[src/rtl/pong_game_sequencer.sv]
// Pong game sequencer: serve / rally / point / game-over control, ball step
// cadence, speed levels, scores and timer gating.
// Optional build macro PONG_SEQ_PAUSE_EN adds a level-sensitive pause input.
module pong_game_sequencer #(
  parameter int TICK_DIV    = 250000,
  parameter int SPEED_MAX   = 3,
  parameter int WIN_SCORE   = 5,
  parameter int SERVE_TICKS = 50,
  parameter int LVL_SECS    = 10
) (
  input  logic       clk,
  input  logic       rst,
  input  logic       start,
  input  logic       sec_tick,
  input  logic       miss_left,
  input  logic       miss_right,
  output logic       ball_step,
  output logic       ball_reset,
  output logic       serve_dir,
  output logic [3:0] score1,
  output logic [3:0] score2,
  output logic [1:0] speed_lvl,
  output logic       timer_en,
  output logic       game_over,
  output logic       winner,
  output logic [2:0] state
`ifdef PONG_SEQ_PAUSE_EN
  ,
  input  logic       pause
`endif
);

  localparam int DIV_W = $clog2(TICK_DIV + 1);
  localparam int SRV_W = $clog2(SERVE_TICKS + 1);
  localparam int LVL_W = $clog2(LVL_SECS + 1);

  typedef enum logic [2:0] {
    IDLE  = 3'd0,
    SERVE = 3'd1,
    PLAY  = 3'd2,
    POINT = 3'd3,
    OVER  = 3'd4
  } state_t;

  state_t           st_q, st_d;
  logic [DIV_W-1:0] div_q, div_d, period;
  logic [SRV_W-1:0] srv_q, srv_d;
  logic [LVL_W-1:0] lvl_q, lvl_d;
  logic             start_q;
  logic             start_rise;
  logic             paused;
  logic             speed_chg;
  logic             step_d, reset_d, dir_d, timer_d, over_d, win_d;
  logic [3:0]       s1_d, s2_d;
  logic [1:0]       speed_d;

`ifdef PONG_SEQ_PAUSE_EN
  assign paused = pause;
`else
  assign paused = 1'b0;
`endif

  assign start_rise = start & ~start_q;
  assign state      = st_q;
  assign period     = DIV_W'(TICK_DIV >> speed_lvl);

  function automatic logic [3:0] sat_inc(input logic [3:0] v);
    return (v >= 4'(WIN_SCORE)) ? v : v + 4'd1;
  endfunction

  // State register plus every registered output and internal counter.
  always_ff @(posedge clk) begin
    if (!rst) begin
      st_q       <= IDLE;
      div_q      <= '0;
      srv_q      <= '0;
      lvl_q      <= '0;
      start_q    <= 1'b0;
      ball_step  <= 1'b0;
      ball_reset <= 1'b0;
      serve_dir  <= 1'b0;
      score1     <= '0;
      score2     <= '0;
      speed_lvl  <= '0;
      timer_en   <= 1'b0;
      game_over  <= 1'b0;
      winner     <= 1'b0;
    end else begin
      st_q       <= st_d;
      div_q      <= div_d;
      srv_q      <= srv_d;
      lvl_q      <= lvl_d;
      start_q    <= start;
      ball_step  <= step_d;
      ball_reset <= reset_d;
      serve_dir  <= dir_d;
      score1     <= s1_d;
      score2     <= s2_d;
      speed_lvl  <= speed_d;
      timer_en   <= timer_d;
      game_over  <= over_d;
      winner     <= win_d;
    end
  end

  // Next-state, counter and output computation; outputs are the next-cycle values.
  always_comb begin
    st_d      = st_q;
    div_d     = div_q;
    srv_d     = srv_q;
    lvl_d     = lvl_q;
    step_d    = 1'b0;
    reset_d   = 1'b0;
    dir_d     = serve_dir;
    s1_d      = score1;
    s2_d      = score2;
    speed_d   = speed_lvl;
    win_d     = winner;
    speed_chg = 1'b0;

    unique case (st_q)
      IDLE: begin
        if (start_rise) begin
          st_d    = SERVE;
          div_d   = '0;
          srv_d   = '0;
          reset_d = 1'b1;
        end
      end

      SERVE: begin
        speed_d = '0;
        lvl_d   = '0;
        if (!paused) begin
          if (div_q == DIV_W'(TICK_DIV - 1)) begin
            div_d = '0;
            if (srv_q == SRV_W'(SERVE_TICKS - 1)) begin
              st_d  = PLAY;
              srv_d = '0;
            end else begin
              srv_d = srv_q + 1'b1;
            end
          end else begin
            div_d = div_q + 1'b1;
          end
        end
      end

      PLAY: begin
        if (!paused) begin
          if (sec_tick) begin
            if (lvl_q == LVL_W'(LVL_SECS - 1)) begin
              lvl_d = '0;
              if (speed_lvl != 2'(SPEED_MAX)) begin
                speed_d   = speed_lvl + 2'd1;
                speed_chg = 1'b1;
              end
            end else begin
              lvl_d = lvl_q + 1'b1;
            end
          end
          // A speed-up restarts the cadence instead of producing a wrap step.
          if (speed_chg) begin
            div_d = '0;
          end else if (div_q >= period - DIV_W'(1)) begin
            div_d  = '0;
            step_d = 1'b1;
          end else begin
            div_d = div_q + 1'b1;
          end
        end
        // The step pulse above is kept; the miss only decides the transition.
        if (miss_left || miss_right) begin
          st_d    = POINT;
          reset_d = 1'b1;
          div_d   = '0;
          if (miss_left && miss_right) begin
            dir_d = ~serve_dir;
          end else if (miss_left) begin
            s2_d  = sat_inc(score2);
            dir_d = 1'b1;
          end else begin
            s1_d  = sat_inc(score1);
            dir_d = 1'b0;
          end
        end
      end

      POINT: begin
        if (score1 == 4'(WIN_SCORE) || score2 == 4'(WIN_SCORE)) begin
          st_d  = OVER;
          win_d = (score2 == 4'(WIN_SCORE));
        end else begin
          st_d    = SERVE;
          div_d   = '0;
          srv_d   = '0;
          lvl_d   = '0;
          speed_d = '0;
        end
      end

      OVER: begin
        if (start_rise) begin
          st_d    = SERVE;
          s1_d    = '0;
          s2_d    = '0;
          speed_d = '0;
          win_d   = 1'b0;
          div_d   = '0;
          srv_d   = '0;
          lvl_d   = '0;
          reset_d = 1'b1;
        end
      end

      default: st_d = IDLE;
    endcase

    timer_d = ((st_d == SERVE) || (st_d == PLAY)) && !paused;
    over_d  = (st_d == OVER);
  end

endmodule

[config.mk]
export PLATFORM = sky130hd
export DESIGN_NAME = pong_game_sequencer
export DESIGN_NICKNAME = d
export VERILOG_FILES = /design/src/rtl/pong_game_sequencer.sv
export SDC_FILE = /design/constraint.sdc
export NUM_CORES = 1
export LEC_CHECK = 0
export ABC_AREA = 0
export CORE_MARGIN = 5
export CORE_UTILIZATION = 28
export DETAILED_ROUTE_END_ITERATION = 16
export DONT_BUFFER_PORTS = 1
export PLACE_DENSITY_LB_ADDON = 0.12
export SYNTH_ARGS = -nofsm -noshare
export SYNTH_HDL_FRONTEND = slang
export SYNTH_SLANG_ARGS = --single-unit
[constraint.sdc]
create_clock -name clk -period 9 [get_ports clk]
set_input_delay 0.45 -clock clk [delete_from_list [all_inputs] [get_ports clk]]
set_output_delay 0.45 -clock clk [all_outputs]
set_load 0.03 [all_outputs]
==> results_dict.tcl <==
set metrics [dict create \
    status "finished clean" \
    synth_edf_count 0 \
    min_to "serve_dir" \
    root_buffer "clkbuf_16" \
    worst-path-max-fanout 18 \
    final_common_cell "dfxtp_1" \
    maxCapViolCount 0 \
    core_mm2 0.0114 \
    ir_worst_vdd_mv 0.0648 \
    holdWs_ns 0.258 \
    fin_ws_ns 5.24 \
    die_h_um 117 \
    wl_per_cell_um 16.5 \
    drt_wl_total_mm 8.36 \
    end_kind "flip-flop" \
    die-area_mm2 0.0138 \
    clock-sinks 48 \
    ys_warn_count 0 \
    grt_pass1_vias 2678 \
    async_flop_share 0 \
    grt_pass1_wl_mm 13.9 \
    grtUsageTotal 0.129 \
    antenna_found_initial 0 \
    rr_worst_depth 10 \
    path_common_cell "ha_1" \
    holdCritStartpoint "miss_right" \
    dp_hpwl_mm 6.09 \
    globalplace.congestion 0.737 \
    hold_viol 0 \
    post_cts_buffers 0 \
    synth-seq-cells 48 \
    final_cell_mix "dfxtp_1, a21oi_1, ha_1, nand2_1, inv_1" \
    vias_per_cell 5.24 \
    worst-slew-pin-transition_ns 0.834 \
    final_nets 406 \
    drive_gt1_frac 0.0797 \
    slowest_stage "dfxtp_1" \
    holdBufCountCts 0 \
    final.min_clock_period_ns 3.76 \
    grt_start_max_net_pins 23 \
    synth_fp_nets 410 \
    syn_area_per_cell_um2 8.78 \
    numCtsBuffers 5 \
    clkTransAtPathRegs_ns 0.07 \
    synth_flop_cell "dfxtp_1" \
    slew_violations 0 \
    cts-resized-gates 0 \
    cp-start-kind "flip-flop" \
    worstPathRequired_ns 9.24 \
    io_pins 25 \
    worstPathArrival_ns 4.00 \
    hold_class "in2reg" \
    route.vias.total 2657 \
    area_delta_synth_final_pct 9.67 \
    die_w_um 117 \
    antenna_cells 0 \
    leakage_nw 1.24 \
    cp_cell_sequence "inv_1 -> ha_1 -> o21ai_0 -> nor3_1 -> ha_1 -> a211o_1 -> a221o_1 -> a2111oi_0 -> nand3_1 -> o2bb2a_4" \
    syn_inst 367 \
    r2r_slack_ns 5.24 \
    io_buffers 0 \
    drtIter0Drc 78 \
    cpPeakStageDelay_ns 0.67 \
    floorplan.initialDensity 0.283 \
    timing.fmax_mhz 266 \
    rows 39 \
    ant_nets 0 \
    rsz0062_at_grt "false" \
    synth_area_mm2 0.00322 \
    synthDistinctLibCells 74 \
    clkLatencyLatePin_ns 0.30 \
    cts-htree-levels 2 \
    worstHoldPathCells 1 \
    drc_errors 0 \
    period_share 0.417 \
    slew-limit-headroom 0.443 \
    timing.rr.end "div_q[13]" \
    yosysSeqAreaShare 0.298 \
    fin_setup_tns_ns 0 \
    cts_tree "yes" \
    r2r-start "speed_lvl[0]" \
    dr.pass1.iters 4 \
    finalSetupViolations 0 \
    criticalPathCategory "reg2reg" \
    dp_slack_ns 5.20 \
    clock_path_buffers 2 \
    cellPowerDensity_mw_per_mm2 140 \
    overflow 0 \
    finClkSkew_ns 0.00797 \
]
[stage by stage]
step | power (mW) | cell area (um2) | cells | util
6_report | 0.496 | 3530 | 507 | 0.311
5_1_grt | 0.516 | 3530 | 507 | 0.311
4_1_cts | 0.505 | 3530 | 507 | 0.311
3_5_place_dp | 0.250 | 3340 | 499 | 0.294
3_3_place_gp | 0.250 | 3340 | 499 | 0.294
2_1_floorplan | 0.245 | 3220 | 367 | -
[worst max-delay path by stage]
stage	depth (start not counted)	slack, ns	to	start
after detailed placement	10	5.20	div_q[13]	speed_lvl[0]
after global routing	10	4.92	div_q[17]	speed_lvl[0]
after global placement	10	5.33	div_q[13]	speed_lvl[0]
after CTS	10	5.17	div_q[13]	speed_lvl[0]
after floorplan	11	5.90	div_q[0]	speed_lvl[0]
final	10	5.24	div_q[13]	speed_lvl[0]
[logic make-up (layout without fill, tap and decap cells)]
logic type | count (synthesis) | in the layout | share of synthesized area
buffers and inverters | 34 | 31 | 0.0493
muxes | 1 | 1 | 0.00311
xor gates and xnor gates | 16 | 16 | 0.0435
DFF | 48 | 48 | 0.298
adders and majority gates | 37 | 37 | 0.144
AOI/OAI and AO/OA | 90 | 90 | 0.194
and+or+nand+nor | 141 | 141 | 0.268
[cells in the mapped netlist (2+ instances only)]
cell type  count  area share
dfxtp_1       48        0.30
a21oi_1       40       0.062
ha_1          37        0.14
nand2_1       25       0.029
inv_1         20       0.023
nor2_1        19       0.022
xnor2_1       15       0.041
nand3_1       13       0.020
nand4_1       10       0.019
o21ai_0        9       0.014
or3_1          9       0.017
clkbuf_1       7      0.0082
nor2b_1        6       0.012
nor3_1         6      0.0093
nor4_1         6       0.012
nor4b_1        6       0.016
nand2b_1       5      0.0097
nand3b_1       5       0.012
o2bb2ai_1      4       0.011
a22oi_1        3      0.0070
and3_1         3      0.0058
buf_6          3       0.010
nor3b_1        3      0.0070
or4_1          3      0.0070
a211oi_1       2      0.0047
a31oi_1        2      0.0039
a32o_1         2      0.0062
a41o_1         2      0.0062
and2_1         2      0.0039
buf_4          2      0.0047
nand4bb_1      2      0.0070
nor4bb_1       2      0.0062
o21a_1         2      0.0047
o311ai_0       2      0.0054
or2_2          2      0.0039
or3b_2         2      0.0054
[where the power goes]
group	switching (mW)	total (mW)	internal [mW]	leakage, nW
logic	0.0160	0.0246	0.00851	0.758
clock network	0.0909	0.251	0.160	0.0944
registers	0.00537	0.220	0.214	0.388
total	0.112	0.496	0.383	1.24
[worst max-delay path, delay by kind of cell (launching register included)]
family / cells / cell delay (ns)
AOI/OAI and AO/OA: 5 / 1.57
adders and majority gates: 2 / 0.53
buffers and inverters: 1 / 0.19
DFF: 1 / 0.67
and+or+nand+nor: 2 / 0.72
[state kept, by name, summed over array words and instances (netlist names), 2 cells and up]
register,count
div_q,18
srv_q,6
lvl_q,4
score1,4
score2,4
state,3
speed_lvl,2
[routing by layer]
| metal | global-route usage | up-vias | part of all wire |
|---|---|---|---|
| met4 | 0.0390 | 0 | 0.011 |
| met2 | 0.213 | 29 | 0.46 |
| met5 | 0 | - | 0 |
| met3 | 0.0360 | 7 | 0.040 |
| met1 | 0.164 | 1267 | 0.48 |
| li1 | - | 1354 | - |
[final cells by class]
type / count / area, um2
fillers: 1203 / 7840
flip-flops and latches: 48 / 961
multi-input cells: 285 / 2100
clock inverters: 3 / 68.8
inverters: 20 / 75.1
well taps: 143 / 179
repair buffers: 3 / 22.5
clock buffers: 5 / 125
No activity file was read; power rests on OpenSTA's default activity.
